===== src/rtl/crack_pkg.sv =====
// crack_pkg: state, phase and LED encodings shared by the password-recovery sequencer
package crack_pkg;
    typedef enum logic [2:0] {
        ST_IDLE    = 3'd0,
        ST_LOAD    = 3'd1,
        ST_DICT    = 3'd2,
        ST_BRUTE   = 3'd3,
        ST_SUCCESS = 3'd4,
        ST_FAIL    = 3'd5
    } state_t;
    typedef enum logic [1:0] {PH_RD, PH_CAP, PH_REQ, PH_WAIT} phase_t;
    localparam logic [2:0] LED_WAIT = 3'b011;
    localparam logic [2:0] LED_BUSY = 3'b100;
    localparam logic [2:0] LED_OK   = 3'b010;
    localparam logic [2:0] LED_FAIL = 3'b001;
    function automatic logic [2:0] led_of(state_t s);
        return s == ST_IDLE ? LED_WAIT : s == ST_SUCCESS ? LED_OK : s == ST_FAIL ? LED_FAIL : LED_BUSY;
    endfunction
endpackage


===== src/rtl/crack_cand_src.sv =====
// crack_cand_src: dictionary/brute candidate generator with BRAM read port and last-candidate flag
module crack_cand_src #(
    parameter int DICT_START     = 1,
    parameter int DICT_SIZE      = 3,
    parameter int BRUTE_ATTEMPTS = 10,
    parameter int ADDR_W         = 8,
    parameter int DATA_W         = 128
) (
    input  logic              clk,
    input  logic              reset,
    input  logic              i_init,
    input  logic              i_brute,
    input  logic              i_rd,
    input  logic              i_cap,
    input  logic              i_brute_init,
    input  logic              i_adv,
    input  logic [DATA_W-1:0] i_mem_rdata,
    output logic              o_mem_en,
    output logic [ADDR_W-1:0] o_mem_addr,
    output logic [DATA_W-1:0] o_cand,
    output logic              o_last
);
    localparam logic [ADDR_W-1:0] LAST_IDX = ADDR_W'(DICT_SIZE - 1);
    localparam logic [31:0]       LAST_CNT = 32'(BRUTE_ATTEMPTS - 1);
    logic [ADDR_W-1:0] r_idx;
    logic [31:0]       r_cnt;
    logic [DATA_W-1:0] r_cand;
    always_ff @(posedge clk) begin
        if (reset) begin
            r_idx  <= '0;
            r_cnt  <= '0;
            r_cand <= '0;
        end else begin
            if (i_init)
                r_idx <= '0;
            else if (i_adv && !i_brute)
                r_idx <= r_idx + ADDR_W'(1);
            if (i_brute_init)
                r_cnt <= '0;
            else if (i_adv && i_brute)
                r_cnt <= r_cnt + 32'd1;
            // brute candidate is loaded on entry to REQ, i.e. alongside the counter step
            if (i_cap)
                r_cand <= i_mem_rdata;
            else if (i_brute_init)
                r_cand <= '0;
            else if (i_adv && i_brute)
                r_cand <= DATA_W'(r_cnt + 32'd1);
        end
    end
    assign o_mem_en   = i_rd;
    assign o_mem_addr = i_rd ? ADDR_W'(DICT_START) + r_idx : '0;
    assign o_cand     = r_cand;
    assign o_last     = i_brute ? r_cnt == LAST_CNT : r_idx == LAST_IDX;
endmodule


===== src/rtl/crack_sequencer.sv =====
// crack_sequencer: dictionary-then-brute password-recovery FSM driving an encrypt core
module crack_sequencer
    import crack_pkg::*;
#(
    parameter int DICT_START     = 1,
    parameter int DICT_SIZE      = 3,
    parameter int BRUTE_ATTEMPTS = 10,
    parameter int ADDR_W         = 8,
    parameter int DATA_W         = 128
) (
    input  logic              clk,
    input  logic              reset,
    input  logic              start,
    input  logic [DATA_W-1:0] target_hash,
    output logic              mem_en,
    output logic [ADDR_W-1:0] mem_addr,
    input  logic [DATA_W-1:0] mem_rdata,
    output logic              enc_req_valid,
    input  logic              enc_req_ready,
    output logic [DATA_W-1:0] enc_req_data,
    input  logic              enc_rsp_valid,
    input  logic [DATA_W-1:0] enc_rsp_data,
    output logic [2:0]        state,
    output logic [2:0]        led,
    output logic [DATA_W-1:0] found,
    output logic [31:0]       attempts
);
    state_t            r_state, w_state_nxt;
    phase_t            r_phase, w_phase_nxt;
    logic [2:0]        r_led;
    logic [DATA_W-1:0] r_hash, r_found, w_cand;
    logic [31:0]       r_attempts;
    logic              w_run, w_brute, w_rsp, w_hit, w_last;
    logic              w_init, w_rd, w_cap, w_req, w_adv, w_brute_init;
    assign w_run   = r_state == ST_DICT || r_state == ST_BRUTE;
    assign w_brute = r_state == ST_BRUTE;
    assign w_rsp   = w_run && r_phase == PH_WAIT && enc_rsp_valid;
    assign w_hit   = w_rsp && enc_rsp_data == r_hash;
    always_ff @(posedge clk) begin
        if (reset) begin
            r_state <= ST_IDLE;
            r_phase <= PH_RD;
            r_led   <= LED_WAIT;
        end else begin
            r_state <= w_state_nxt;
            r_phase <= w_phase_nxt;
            r_led   <= led_of(w_state_nxt);
        end
    end
    always_comb begin
        w_state_nxt = r_state;
        w_phase_nxt = r_phase;
        case (r_state)
            ST_IDLE: if (start) w_state_nxt = ST_LOAD;
            ST_LOAD: begin
                w_state_nxt = DICT_SIZE > 0 ? ST_DICT : BRUTE_ATTEMPTS > 0 ? ST_BRUTE : ST_FAIL;
                w_phase_nxt = DICT_SIZE > 0 ? PH_RD : PH_REQ;
            end
            ST_DICT, ST_BRUTE: case (r_phase)
                PH_RD:   w_phase_nxt = PH_CAP;
                PH_CAP:  w_phase_nxt = PH_REQ;
                PH_REQ:  if (enc_req_ready) w_phase_nxt = PH_WAIT;
                PH_WAIT: if (enc_rsp_valid) begin
                    if (w_hit)
                        w_state_nxt = ST_SUCCESS;
                    else if (w_last)
                        w_state_nxt = r_state == ST_DICT && BRUTE_ATTEMPTS > 0 ? ST_BRUTE : ST_FAIL;
                    w_phase_nxt = r_state == ST_DICT && !w_last ? PH_RD : PH_REQ;
                end
            endcase
            default: ;
        endcase
    end
    always_comb begin
        w_init       = r_state == ST_IDLE && start;
        w_rd         = r_state == ST_DICT && r_phase == PH_RD;
        w_cap        = r_state == ST_DICT && r_phase == PH_CAP;
        w_req        = w_run && r_phase == PH_REQ;
        w_adv        = w_rsp && !w_hit;
        w_brute_init = w_state_nxt == ST_BRUTE && r_state != ST_BRUTE;
    end
    always_ff @(posedge clk) begin
        if (reset) begin
            r_hash     <= '0;
            r_found    <= '0;
            r_attempts <= '0;
        end else begin
            if (w_init) begin
                r_hash     <= target_hash;
                r_found    <= '0;
                r_attempts <= '0;
            end
            if (w_rsp && r_attempts != '1)
                r_attempts <= r_attempts + 32'd1;
            if (w_hit)
                r_found <= w_cand;
        end
    end
    crack_cand_src #(
        .DICT_START    (DICT_START),
        .DICT_SIZE     (DICT_SIZE),
        .BRUTE_ATTEMPTS(BRUTE_ATTEMPTS),
        .ADDR_W        (ADDR_W),
        .DATA_W        (DATA_W)
    ) u_src (
        .clk         (clk),
        .reset       (reset),
        .i_init      (w_init),
        .i_brute     (w_brute),
        .i_rd        (w_rd),
        .i_cap       (w_cap),
        .i_brute_init(w_brute_init),
        .i_adv       (w_adv),
        .i_mem_rdata (mem_rdata),
        .o_mem_en    (mem_en),
        .o_mem_addr  (mem_addr),
        .o_cand      (w_cand),
        .o_last      (w_last)
    );
    assign enc_req_valid = w_req;
    assign enc_req_data  = w_cand;
    assign state         = r_state;
    assign led           = r_led;
    assign found         = r_found;
    assign attempts      = r_attempts;
endmodule


===== config.mk =====
export PLATFORM = sky130hd
export DESIGN_NAME = crack_sequencer
export DESIGN_NICKNAME = d
export VERILOG_FILES = /design/src/rtl/crack_pkg.sv /design/src/rtl/crack_cand_src.sv /design/src/rtl/crack_sequencer.sv
export SDC_FILE = /design/constraint.sdc
export NUM_CORES = 1
export LEC_CHECK = 0
export ABC_AREA = 0
export BUFFER_PORTS_ARGS = -buffer_cell sky130_fd_sc_hd__buf_2
export CAP_MARGIN = 20
export CORE_AREA = 2 2 272 274
export DETAILED_ROUTE_END_ITERATION = 10
export DIE_AREA = 0 0 274 276
export PLACE_DENSITY = 0.59
export SYNTH_ARGS = -nofsm -noshare
export SYNTH_HDL_FRONTEND = slang
export SYNTH_SLANG_ARGS = --single-unit

===== constraint.sdc =====
create_clock -name clk -period 4.3 [get_ports clk]
set_clock_uncertainty 0.05 [all_clocks]
set_input_delay 0.215 -clock clk [delete_from_list [all_inputs] [get_ports clk]]
set_output_delay 0.215 -clock clk [all_outputs]
set_load 0.02 [all_outputs]

==> impl_metrics.tcl, run 1 <==
set metrics [dict create \
    drv_cap 0 \
    die_height_um 276 \
    grt_util_all_layers_pct 19.0 \
    ys_async_sr_fraction_pct 0 \
    drc 0 \
    p_per_area_nw_per_um2 384 \
    ys_types 54 \
    worstPathRequired_ns 4.79 \
    seq_area_frac_synth_pct 48.7 \
    grt_max_degree 146 \
    gr-total-overflow 0 \
    io_pins 693 \
    vias_per_cell 4.69 \
    synth_fp_nets 2672 \
    period_share_pct 95.6 \
    cts_root_buf "clkbuf_16" \
    layout_min_cycle_time_ns 4.11 \
    final_common_cell "buf_2" \
    first_global_vias 19100 \
    busiest_layer "met2" \
    cts_max_level 2 \
    synth_top_area_share_pct 48.7 \
    wirelength_um 75700 \
    synth_area_um2 19100 \
    synth.area.top_cells "dfxtp_1 49%, nand2_1 8.9%, a21oi_1 8.1%" \
    crit_path_end_kind "flip-flop" \
    numClockSinks 464 \
    clk-insertion-delay-late_ns 0.60 \
    crit_path_start_kind "flip-flop" \
    fin_util_pct 38.8 \
    tightest_slew_ns 0.900 \
    avgSynthCellArea_um2 8.37 \
    path_class "flip-flop to flip-flop" \
    arrival_ns 4.60 \
    postPlaceCellArea_um2 23600 \
    cts_tree "done" \
    std_cell_rows 99 \
    hold_viol_final 0 \
    setup_violations 0 \
    final_max_slew_viol_count 0 \
    core_um2 72600 \
    use_met1_pct 23.3 \
    place_ws_ns 0.231 \
    drt_iter0_drc 1262 \
    use_met3_pct 3.86 \
    synth_top_cell_by_area "dfxtp_1" \
    relSlewSlack_pct 40.0 \
    clk_pin_slew_worst_paths_ns 0.06 \
    detail-route-antenna-nets 0 \
    worst-path-max-fanout 43 \
    port_buffers 692 \
    numCtsBuffers 53 \
    area_delta_synth_final_pct 47.9 \
    fmax_mhz 243 \
    start_util_pct 26.3 \
    ir_worst_vdd_mv 0.316 \
    antenna_found_initial 12 \
    die_width_um 274 \
    netlist_instances 2278 \
    dieArea_um2 75600 \
    grt_first_pass_wirelength_um 113000 \
    p_leak_uw 0.0121 \
    cts_buffer_depth 3 \
    grt.met2_usage_pct 32.1 \
    gp_congestion 0.886 \
    p_total_uw 10800 \
    finalNetCount 3554 \
    ys_ff_latch 464 \
    place_hpwl_um 53400 \
    final_cell_mix "691 x buf_2, 464 x dfxtp_1, 452 x nand2_1, 309 x a21oi_1, 257 x dlygate4sd3_1" \
    drive_gt1_share_pct 26.5 \
    design_area_um2 28200 \
    hold_class "input port to flip-flop" \
    status "finished clean" \
    synth_edf_count 0 \
    synthFlopType "dfxtp_1" \
    ys_warn_count 0 \
    worst_slack_ns 0.188 \
    wire_per_inst_um 18.1 \
    fin_tns_setup_ns 0 \
    drt-pass1-iter-count 5 \
    vias 19600 \
    rsz0062_at_grt "false" \
]
-- per-stage QoR --
stage | hold WS, ns | std cells
global placement | 0.374 | 3807
floorplan | 0.290 | 2278
global route | 0.0870 | 4170
finish | 0.0845 | 4171
detailed placement | 0.376 | 3807
CTS | 0.0525 | 4163
-- layer usage --
layer,vias up,routed length (um)
li1,9581,-
met1,9163,31300
met2,654,36300
met3,172,4700
met4,8,3280
met5,-,51
-- synthesized netlist by cell type, types with 6 or more instances --
| cell | instances |
|---|---|
| a211oi_1 | 28 |
| a21oi_1 | 310 |
| a221oi_1 | 6 |
| a22o_1 | 95 |
| a22oi_1 | 25 |
| and2_1 | 6 |
| and3_1 | 9 |
| buf_1 | 13 |
| buf_2 | 8 |
| buf_4 | 6 |
| clkbuf_1 | 141 |
| dfxtp_1 | 464 |
| inv_1 | 44 |
| nand2_1 | 452 |
| nand3_1 | 166 |
| nand4_1 | 19 |
| nor2_1 | 117 |
| nor3_1 | 20 |
| nor4_1 | 46 |
| o21ai_0 | 19 |
| or3_1 | 7 |
| xnor2_1 | 45 |
| xor2_1 | 164 |
-- sequential cells by signal, indices dropped and copies added, names as in the netlist --
register	count
state	3
r_phase	2
led	3
attempts	32
found	128
u_src.r_cnt	32
r_hash	128
u_src.r_idx	8
u_src.o_cand	128
-- logic make-up after synthesis --
logic type | Yosys count | share of synthesized area (%)
and+or+nand+nor | 874 | 20.3
AOI/OAI and AO/OA | 512 | 16.6
DFF | 464 | 48.7
buffers and inverters | 213 | 4.37
xor gates and xnor gates | 209 | 9.61
adders and majority gates | 5 | 0.328
muxes | 1 | 0.0525
-- worst max-delay path, stage by stage (launching register included) --
cell and delay, ns:
dfxtp_1 0.32, xor2_1 0.19, nor4_1 0.69, nand4_1 0.28, nor4_2 0.72, buf_4 0.30, a211oi_1 0.14, o2111a_1 0.32
nor4_4 0.32, buf_12 0.21, buf_12 0.25, a22o_1 0.20
-- where the power goes --
| part | internal, uW | switching [uW] |
|---|---|---|
| registers | 4430 | 107 |
| logic | 528 | 670 |
| clock network | 3140 | 1940 |
| total | 8100 | 2720 |
-- area by class of cell --
type                            count  area [um2]
Fill cell                        7407       44400
Sequential cell                   464        9290
Multi-Input combinational cell   1601        9010
Timing Repair Buffer              996        6510
Clock buffer                       72        1550
Tap cell                          959        1200
Clock inverter                     27         437
Inverter                           44         165
Antenna cell                        8        20.0
-- path summary, 6_finish.rpt --
kind	start	end	cells past startpoint	slack, ns
worst max-delay path	r_hash[1]	u_src.o_cand[123]	11	0.19
worst min-delay path	reset	attempts[30]	2	0.08
worst max register to register	r_hash[1]	u_src.o_cand[123]	11	0.19
worst min register to register	found[66]	found[66]	2	0.41
-- repair_timing --
action	CTS	global route
endpoints found under the hold margin	257	0
hold buffers	257	0
buffers inserted	0	0
gates resized for setup	0	0
No activity file was read; power rests on OpenSTA's default activity.
==> run 2, diff against run 1 <==
--- a/config.mk
+++ b/config.mk
@@ -5,13 +5,14 @@
 export SDC_FILE = /design/constraint.sdc
 export NUM_CORES = 1
 export LEC_CHECK = 0
-export ABC_AREA = 0
+export ABC_AREA = 1
 export BUFFER_PORTS_ARGS = -buffer_cell sky130_fd_sc_hd__buf_2
 export CAP_MARGIN = 20
-export CORE_AREA = 2 2 272 274
+export CORE_AREA = 2 2 273 275
 export DETAILED_ROUTE_END_ITERATION = 10
-export DIE_AREA = 0 0 274 276
-export PLACE_DENSITY = 0.59
+export DIE_AREA = 0 0 275 277
+export MAX_ROUTING_LAYER = met4
+export PLACE_DENSITY = 0.6
 export SYNTH_ARGS = -nofsm -noshare
 export SYNTH_HDL_FRONTEND = slang
 export SYNTH_SLANG_ARGS = --single-unit
==> impl_metrics.tcl, run 2 <==
set metrics [dict create \
    status "finished clean" \
    avgSynthCellArea_um2 7.24 \
    ys_async_sr_fraction_pct 0 \
    die_width_um 275 \
    synth_fa_ha_area_share_pct 0.306 \
    cts_tree "done" \
    worstHoldStart "target_hash[5]" \
    wire_per_inst_um 17.6 \
    whs_path_depth 3 \
    drt_iter0_drc 1405 \
    synthFlopType "dfxtp_1" \
    numClockSinks 464 \
    synth.area.top_cells "dfxtp_1 45%, nand2_1 11%, a21oi_1 8.7%" \
    layout_min_cycle_time_ns 3.78 \
    place_hpwl_um 56900 \
    synth_area_um2 20400 \
    p_per_area_nw_per_um2 364 \
    worstPathRequired_ns 4.80 \
    detail-route-antenna-nets 0 \
    place_ws_ns 0.387 \
    core_um2 73600 \
    worstPathCellList "xnor2_1, nand2_1, nor2_2, nand2_1, nor2_1, nand2_1, nor2_4, nand3_4, nand2_1, nand2_1, nand2_1, nand2_2, nand3_2, nand3_2, inv_8, nand2_1, a21oi_1, dlygate4sd3_1" \
    synthMuxAreaShare_pct 0 \
    p_leak_uw 0.0123 \
    area_delta_synth_final_pct 42.1 \
    post-synth-top-count-cell "nand2_1" \
    rsz0062_at_grt "false" \
    std_cell_rows 100 \
    drive_gt1_share_pct 23.4 \
    crit_buf_inv 2 \
    hold_viol_final 0 \
    final_max_slew_viol_count 0 \
    p_total_uw 10600 \
    vias_per_cell 4.77 \
    gr-total-overflow 0 \
    cts_max_level 2 \
    n_fill_cell 7643 \
    combinationalPowerShare_pct 12.8 \
    grt_util_all_layers_pct 21.0 \
    ys_ff_latch 464 \
    seq_area_frac_synth_pct 45.5 \
    crit_path_end_kind "flip-flop" \
    synth-compound-area-share_pct 13.3 \
    ff2ff_path_depth 18 \
    tightest_slew_ns 1.13 \
    clk-insertion-delay-late_ns 0.63 \
    hold_end "r_hash[5]" \
    cts_setup_buffers 0 \
    relSlewSlack_pct 24.6 \
    cts_buffer_depth 3 \
    netlist_instances 2823 \
    hold_class "input port to flip-flop" \
    fin_tns_setup_ns 0 \
    worstReg2RegStart "r_hash[0]" \
    final_common_cell "buf_2" \
    critPathTopFamily "simple AND/OR/NAND/NOR gates" \
    dieArea_um2 76200 \
    switching_share_pct 26.4 \
    synthTopCellsByCount "614 x nand2_1, 464 x dfxtp_1, 354 x a21oi_1" \
    synth_top_cell_by_area "dfxtp_1" \
    synth_top_family_by_area "simple AND/OR/NAND/NOR gates" \
    gp_congestion 0.889 \
    synth_fp_nets 3217 \
    power_switching_uw 2800 \
    numCtsBuffers 53 \
    port_buffers 692 \
    synth_xor_area_share_pct 5.66 \
    seq_power_share_pct 43.4 \
    ys_types 40 \
    die_height_um 277 \
    wirelength_um 82400 \
    clk_pin_slew_worst_paths_ns 0.06 \
    reg2reg_to "u_src.o_cand[0]" \
    synth_edf_count 0 \
    reg2reg_slack_ns 0.52 \
    finalNetCount 4062 \
    slowest_stage "dlygate4sd3_1" \
    ff_latch_area_um2 9290 \
    antenna_found_initial 6 \
    cpPeakStageDelay_ns 0.55 \
    path_class "flip-flop to flip-flop" \
    worst-path-max-fanout 40 \
    p_int_uw 7790 \
    io_pins 693 \
    grt_first_pass_wirelength_um 123000 \
    vias 22300 \
    power_frac_clock_pct 43.8 \
    drt-pass1-iter-count 5 \
    crit_path_start_kind "flip-flop" \
    period_share_pct 87.9 \
    multi_input_area_um2 9680 \
    fmax_mhz 265 \
    worst_slack_ns 0.521 \
    grt_max_degree 201 \
    ir_worst_vdd_mv 0.303 \
    setup_violations 0 \
    start_util_pct 27.8 \
    cts_root_buf "clkbuf_16" \
    drv_cap 0 \
    arrival_ns 4.28 \
    first_global_vias 21500 \
    ys_warn_count 0 \
    yosys.area_share.simple_pct 28.0 \
    cp_common_cell "nand2_1" \
    synth_top_area_share_pct 45.5 \
    drc 0 \
    final_cell_mix "691 x buf_2, 613 x nand2_1, 464 x dfxtp_1, 354 x a21oi_1, 313 x nor2_1" \
]
-- run 2: cell count changes in the layout (fill, tap and decap cells not counted), moves of 15 or more --
| cell | delta |
|---|---|
| inv_2 | +24 |
| nor2_1 | +197 |
| xor2_1 | -135 |
| xnor2_1 | +58 |
| a21oi_1 | +45 |
| nand2_1 | +161 |
| a22oi_1 | -25 |
| inv_1 | +112 |
| a211oi_1 | -23 |
| nand4_1 | +129 |
| o21ai_0 | +145 |
| buf_4 | -15 |
| a22o_1 | -95 |
| nor4_1 | -39 |
-- run 2: what timing repair did --
action / 4_1_cts / 5_1_grt
resized for setup: 0 / 3
endpoints found under the setup margin: 0 / 1
hold buffers: 258 / 0
endpoints found under the hold margin: 282 / 0
-- run 2: power groups by stage --
stage / Sequential [uW] / Clock (uW) / Combinational, uW
floorplan: 4690 / 0 / 677
global placement: 4690 / 0 / 1140
detailed placement: 4690 / 0 / 1150
CTS: 4600 / 4750 / 1350
global route: 4610 / 4920 / 1490
finish: 4600 / 4640 / 1350
-- run 2: how the worst max path moves through the flow --
stage          cells after the start            start              end
2_1_floorplan                     15      attempts[0]     attempts[30]
3_3_place_gp                      19  enc_rsp_data[0]  u_src.o_cand[8]
3_5_place_dp                      19  enc_rsp_data[0]  u_src.o_cand[7]
4_1_cts                           18        r_hash[0]  u_src.o_cand[0]
5_1_grt                           18        r_hash[0]  u_src.o_cand[0]
6_report                          18        r_hash[0]  u_src.o_cand[0]
-- run 2: cell families (layout without fill, tap and decap cells) --
kind of cell	count (synthesis)	count (layout)
AO/OA/AOI/OAI	535	535
XOR/XNOR	132	132
adder cells (fa/ha/maj)	5	5
buffers and inverters	373	1258
flip-flops	464	464
other	0	5
AND/OR/NAND/NOR	1314	1314
-- run 2: layout make-up --
type	count	area share, %
clock inverter	14	0.724
inverter	184	2.42
antenna	5	0.0431
tap	969	4.17
multi-input combinational	1986	33.3
sequential	464	32.0
clock buffer	81	5.48
timing repair buffer	979	21.9
-- run 2: through the flow --
stage	instance area (um2)	std cells	hold WS (ns)	utilization, %
floorplan	20400	2823	0.314	-
global placement	24600	4324	0.395	33.5
detailed placement	24600	4324	0.402	33.5
CTS	29000	4677	0.00679	39.5
global route	29000	4682	0.0126	39.5
finish	29000	4682	0.0352	39.5
-- run 2: worst reg2reg max path, cell delays in order, from the launching register on --
cell and delay [ns]:
dfxtp_1 0.32, xnor2_1 0.17, nand2_1 0.14, nor2_2 0.27, nand2_1 0.08, nor2_1 0.11
nand2_1 0.15, nor2_4 0.35, nand3_4 0.21, nand2_1 0.13, nand2_1 0.06, nand2_1 0.09
nand2_2 0.08, nand3_2 0.13, nand3_2 0.27, inv_8 0.33, nand2_1 0.11, a21oi_1 0.13
dlygate4sd3_1 0.55
-- run 2: layer usage --
layer | wire [um] | global-route usage, %
met4 | 3590 | 9.20
met2 | 39300 | 34.5
met5 | 0 | -
met3 | 6270 | 4.45
met1 | 33200 | 24.6
==> run 3, diff against run 2 <==
--- a/config.mk
+++ b/config.mk
@@ -8,11 +8,13 @@
 export ABC_AREA = 1
 export BUFFER_PORTS_ARGS = -buffer_cell sky130_fd_sc_hd__buf_2
 export CAP_MARGIN = 20
-export CORE_AREA = 2 2 273 275
+export CELL_PAD_IN_SITES_DETAIL_PLACEMENT = 0
+export CELL_PAD_IN_SITES_GLOBAL_PLACEMENT = 1
+export CORE_AREA = 2 2 272 274
 export DETAILED_ROUTE_END_ITERATION = 10
-export DIE_AREA = 0 0 275 277
+export DIE_AREA = 0 0 274 276
 export MAX_ROUTING_LAYER = met4
-export PLACE_DENSITY = 0.6
+export PLACE_DENSITY = 0.77
 export SYNTH_ARGS = -nofsm -noshare
 export SYNTH_HDL_FRONTEND = slang
 export SYNTH_SLANG_ARGS = --single-unit
==> impl_metrics.tcl, run 3 (synthesized netlist as in run 2, its figures left out) <==
set metrics [dict create \
    wire_per_inst_um 18.1 \
    relSlewSlack_pct 28.5 \
    seq_power_share_pct 43.0 \
    hold_buffers 257 \
    period_share_pct 87.7 \
    setup_violations 0 \
    gp_congestion 0.889 \
    drive_gt1_share_pct 23.6 \
    cts_setup_buffers 0 \
    cts_resized 0 \
    ir_worst_vdd_mv 0.359 \
    fin_tns_setup_ns 0 \
    p_int_uw 7790 \
    power_frac_clock_pct 44.2 \
    fmax_mhz 265 \
    io_pins 693 \
    drc 3 \
    drt-pass1-iter-count 10 \
    wirelength_um 84700 \
    ff2ff_path_depth 18 \
    cpPeakStageDelay_ns 0.48 \
    cts_tree "done" \
    place_hpwl_um 58900 \
    die_width_um 274 \
    dieArea_um2 75600 \
    vias 22100 \
    gr-total-overflow 0 \
    combinationalPowerShare_pct 12.8 \
    fin_util_pct 40.1 \
    numClockSinks 464 \
    start_util_pct 28.2 \
    power_switching_uw 2870 \
    n_fill_cell 7596 \
    std_cell_rows 99 \
    worstPathRequired_ns 4.79 \
    detail-route-antenna-nets 0 \
    hold_class "input port to flip-flop" \
    first_global_vias 21100 \
    final_common_cell "buf_2" \
    grt_util_all_layers_pct 21.8 \
    hold_viol_final 0 \
    worst-path-max-fanout 49 \
    tightest_slew_ns 1.07 \
    grt_first_pass_wirelength_um 125000 \
    worstReg2RegStart "r_hash[6]" \
    cts_root_buf "clkbuf_16" \
    switching_share_pct 26.9 \
    numCtsBuffers 54 \
    slowest_stage "inv_4" \
    cp-endpoint "u_src.o_cand[114]" \
    p_leak_uw 0.0123 \
    core_um2 72600 \
    vias_per_cell 4.73 \
    layout_min_cycle_time_ns 3.77 \
    p_per_area_nw_per_um2 367 \
    setup.worst_path.start "r_hash[6]" \
    grt_max_degree 184 \
    drv_cap 0 \
    rsz0062_at_grt "false" \
    status "finished with violations" \
    clk-insertion-delay-late_ns 0.61 \
    crit_buf_inv 2 \
    path_depth 18 \
    finalNetCount 4064 \
    crit_path_start_kind "flip-flop" \
    arrival_ns 4.26 \
    path_class "flip-flop to flip-flop" \
    area_delta_synth_final_pct 42.3 \
    violations "design-rule violations" \
    crit_path_end_kind "flip-flop" \
    cp_common_cell "nand2_1" \
    reg2reg_slack_ns 0.53 \
    whs_path_depth 3 \
    final_cell_mix "691 x buf_2, 613 x nand2_1, 464 x dfxtp_1, 354 x a21oi_1, 313 x nor2_1" \
    port_buffers 692 \
    clk_pin_slew_worst_paths_ns 0.06 \
    worstPathCellList "xnor2_1, nand2_1, nor2_1, nand2_1, nor2_1, nand2_1, nor2_4, nand3_4, nand2_1, nand2_1, nand2_1, nand2_2, nand3_2, nand3_2, inv_4, buf_4, nand2_1, a21oi_1" \
    cts_max_level 2 \
    final_max_slew_viol_count 0 \
    reg2reg_to "u_src.o_cand[114]" \
    die_height_um 276 \
    drt_iter0_drc 1342 \
    cts_buffer_depth 3 \
    critPathTopFamily "simple AND/OR/NAND/NOR gates" \
    antenna_found_initial 10 \
]
[run 3: how the worst min path moves through the flow]
stage	startpoint	end	slack [ns]
after floorplan	mem_rdata[100]	u_src.o_cand[100]	0.31
after global placement	r_hash[125]	r_hash[125]	0.40
after detailed placement	r_hash[90]	r_hash[90]	0.40
after CTS	target_hash[93]	r_hash[93]	0.05
after global routing	target_hash[93]	r_hash[93]	0.07
final	target_hash[93]	r_hash[93]	0.05
[run 3: worst register-to-register path: stages, from the launching register on]
cell and delay (ns):
dfxtp_1 0.32, xnor2_1 0.34, nand2_1 0.09, nor2_1 0.47, nand2_1 0.11, nor2_1 0.15
nand2_1 0.16, nor2_4 0.22, nand3_4 0.18, nand2_1 0.13, nand2_1 0.06, nand2_1 0.09
nand2_2 0.07, nand3_2 0.12, nand3_2 0.11, inv_4 0.48, buf_4 0.38, nand2_1 0.08
a21oi_1 0.11
[run 3: final cells by class]
cell class	instances	area, um2	area share (%)
clock inverter	27	300	1.03
timing repair buffer	980	6370	21.9
multi-input combinational	1986	9680	33.3
clock buffer	72	1520	5.22
sequential	464	9290	32.0
inverter	184	697	2.40
antenna	8	20.0	0.0689
tap	959	1200	4.13
[run 3: layer usage]
layer,vias up,global-route usage (%),wire (um)
met1,10200,25.7,35100
met4,0,8.51,3450
met2,803,35.5,39700
met5,-,-,0
li1,11000,-,-
met3,155,5.15,6410
[run 3: stage by stage]
step	hold slack, ns	instances	setup WS, ns	cell area, um2	power [uW]
after CTS	0.0491	4672	0.310	29100	10800
after global routing	0.0660	4680	0.203	29100	11100
after global placement	0.396	4316	0.361	24700	5840
final	0.0461	4680	0.528	29100	10700
after detailed placement	0.403	4316	0.319	24700	5850
after floorplan	0.314	2823	1.87	20400	5370
[run 3: power by group through the flow]
stage | Sequential, uW | Combinational, uW | Clock, uW
2_1_floorplan | 4690 | 677 | 0
3_3_place_gp | 4680 | 1160 | 0
3_5_place_dp | 4680 | 1170 | 0
4_1_cts | 4590 | 1370 | 4840
5_1_grt | 4600 | 1500 | 5010
6_report | 4590 | 1360 | 4710
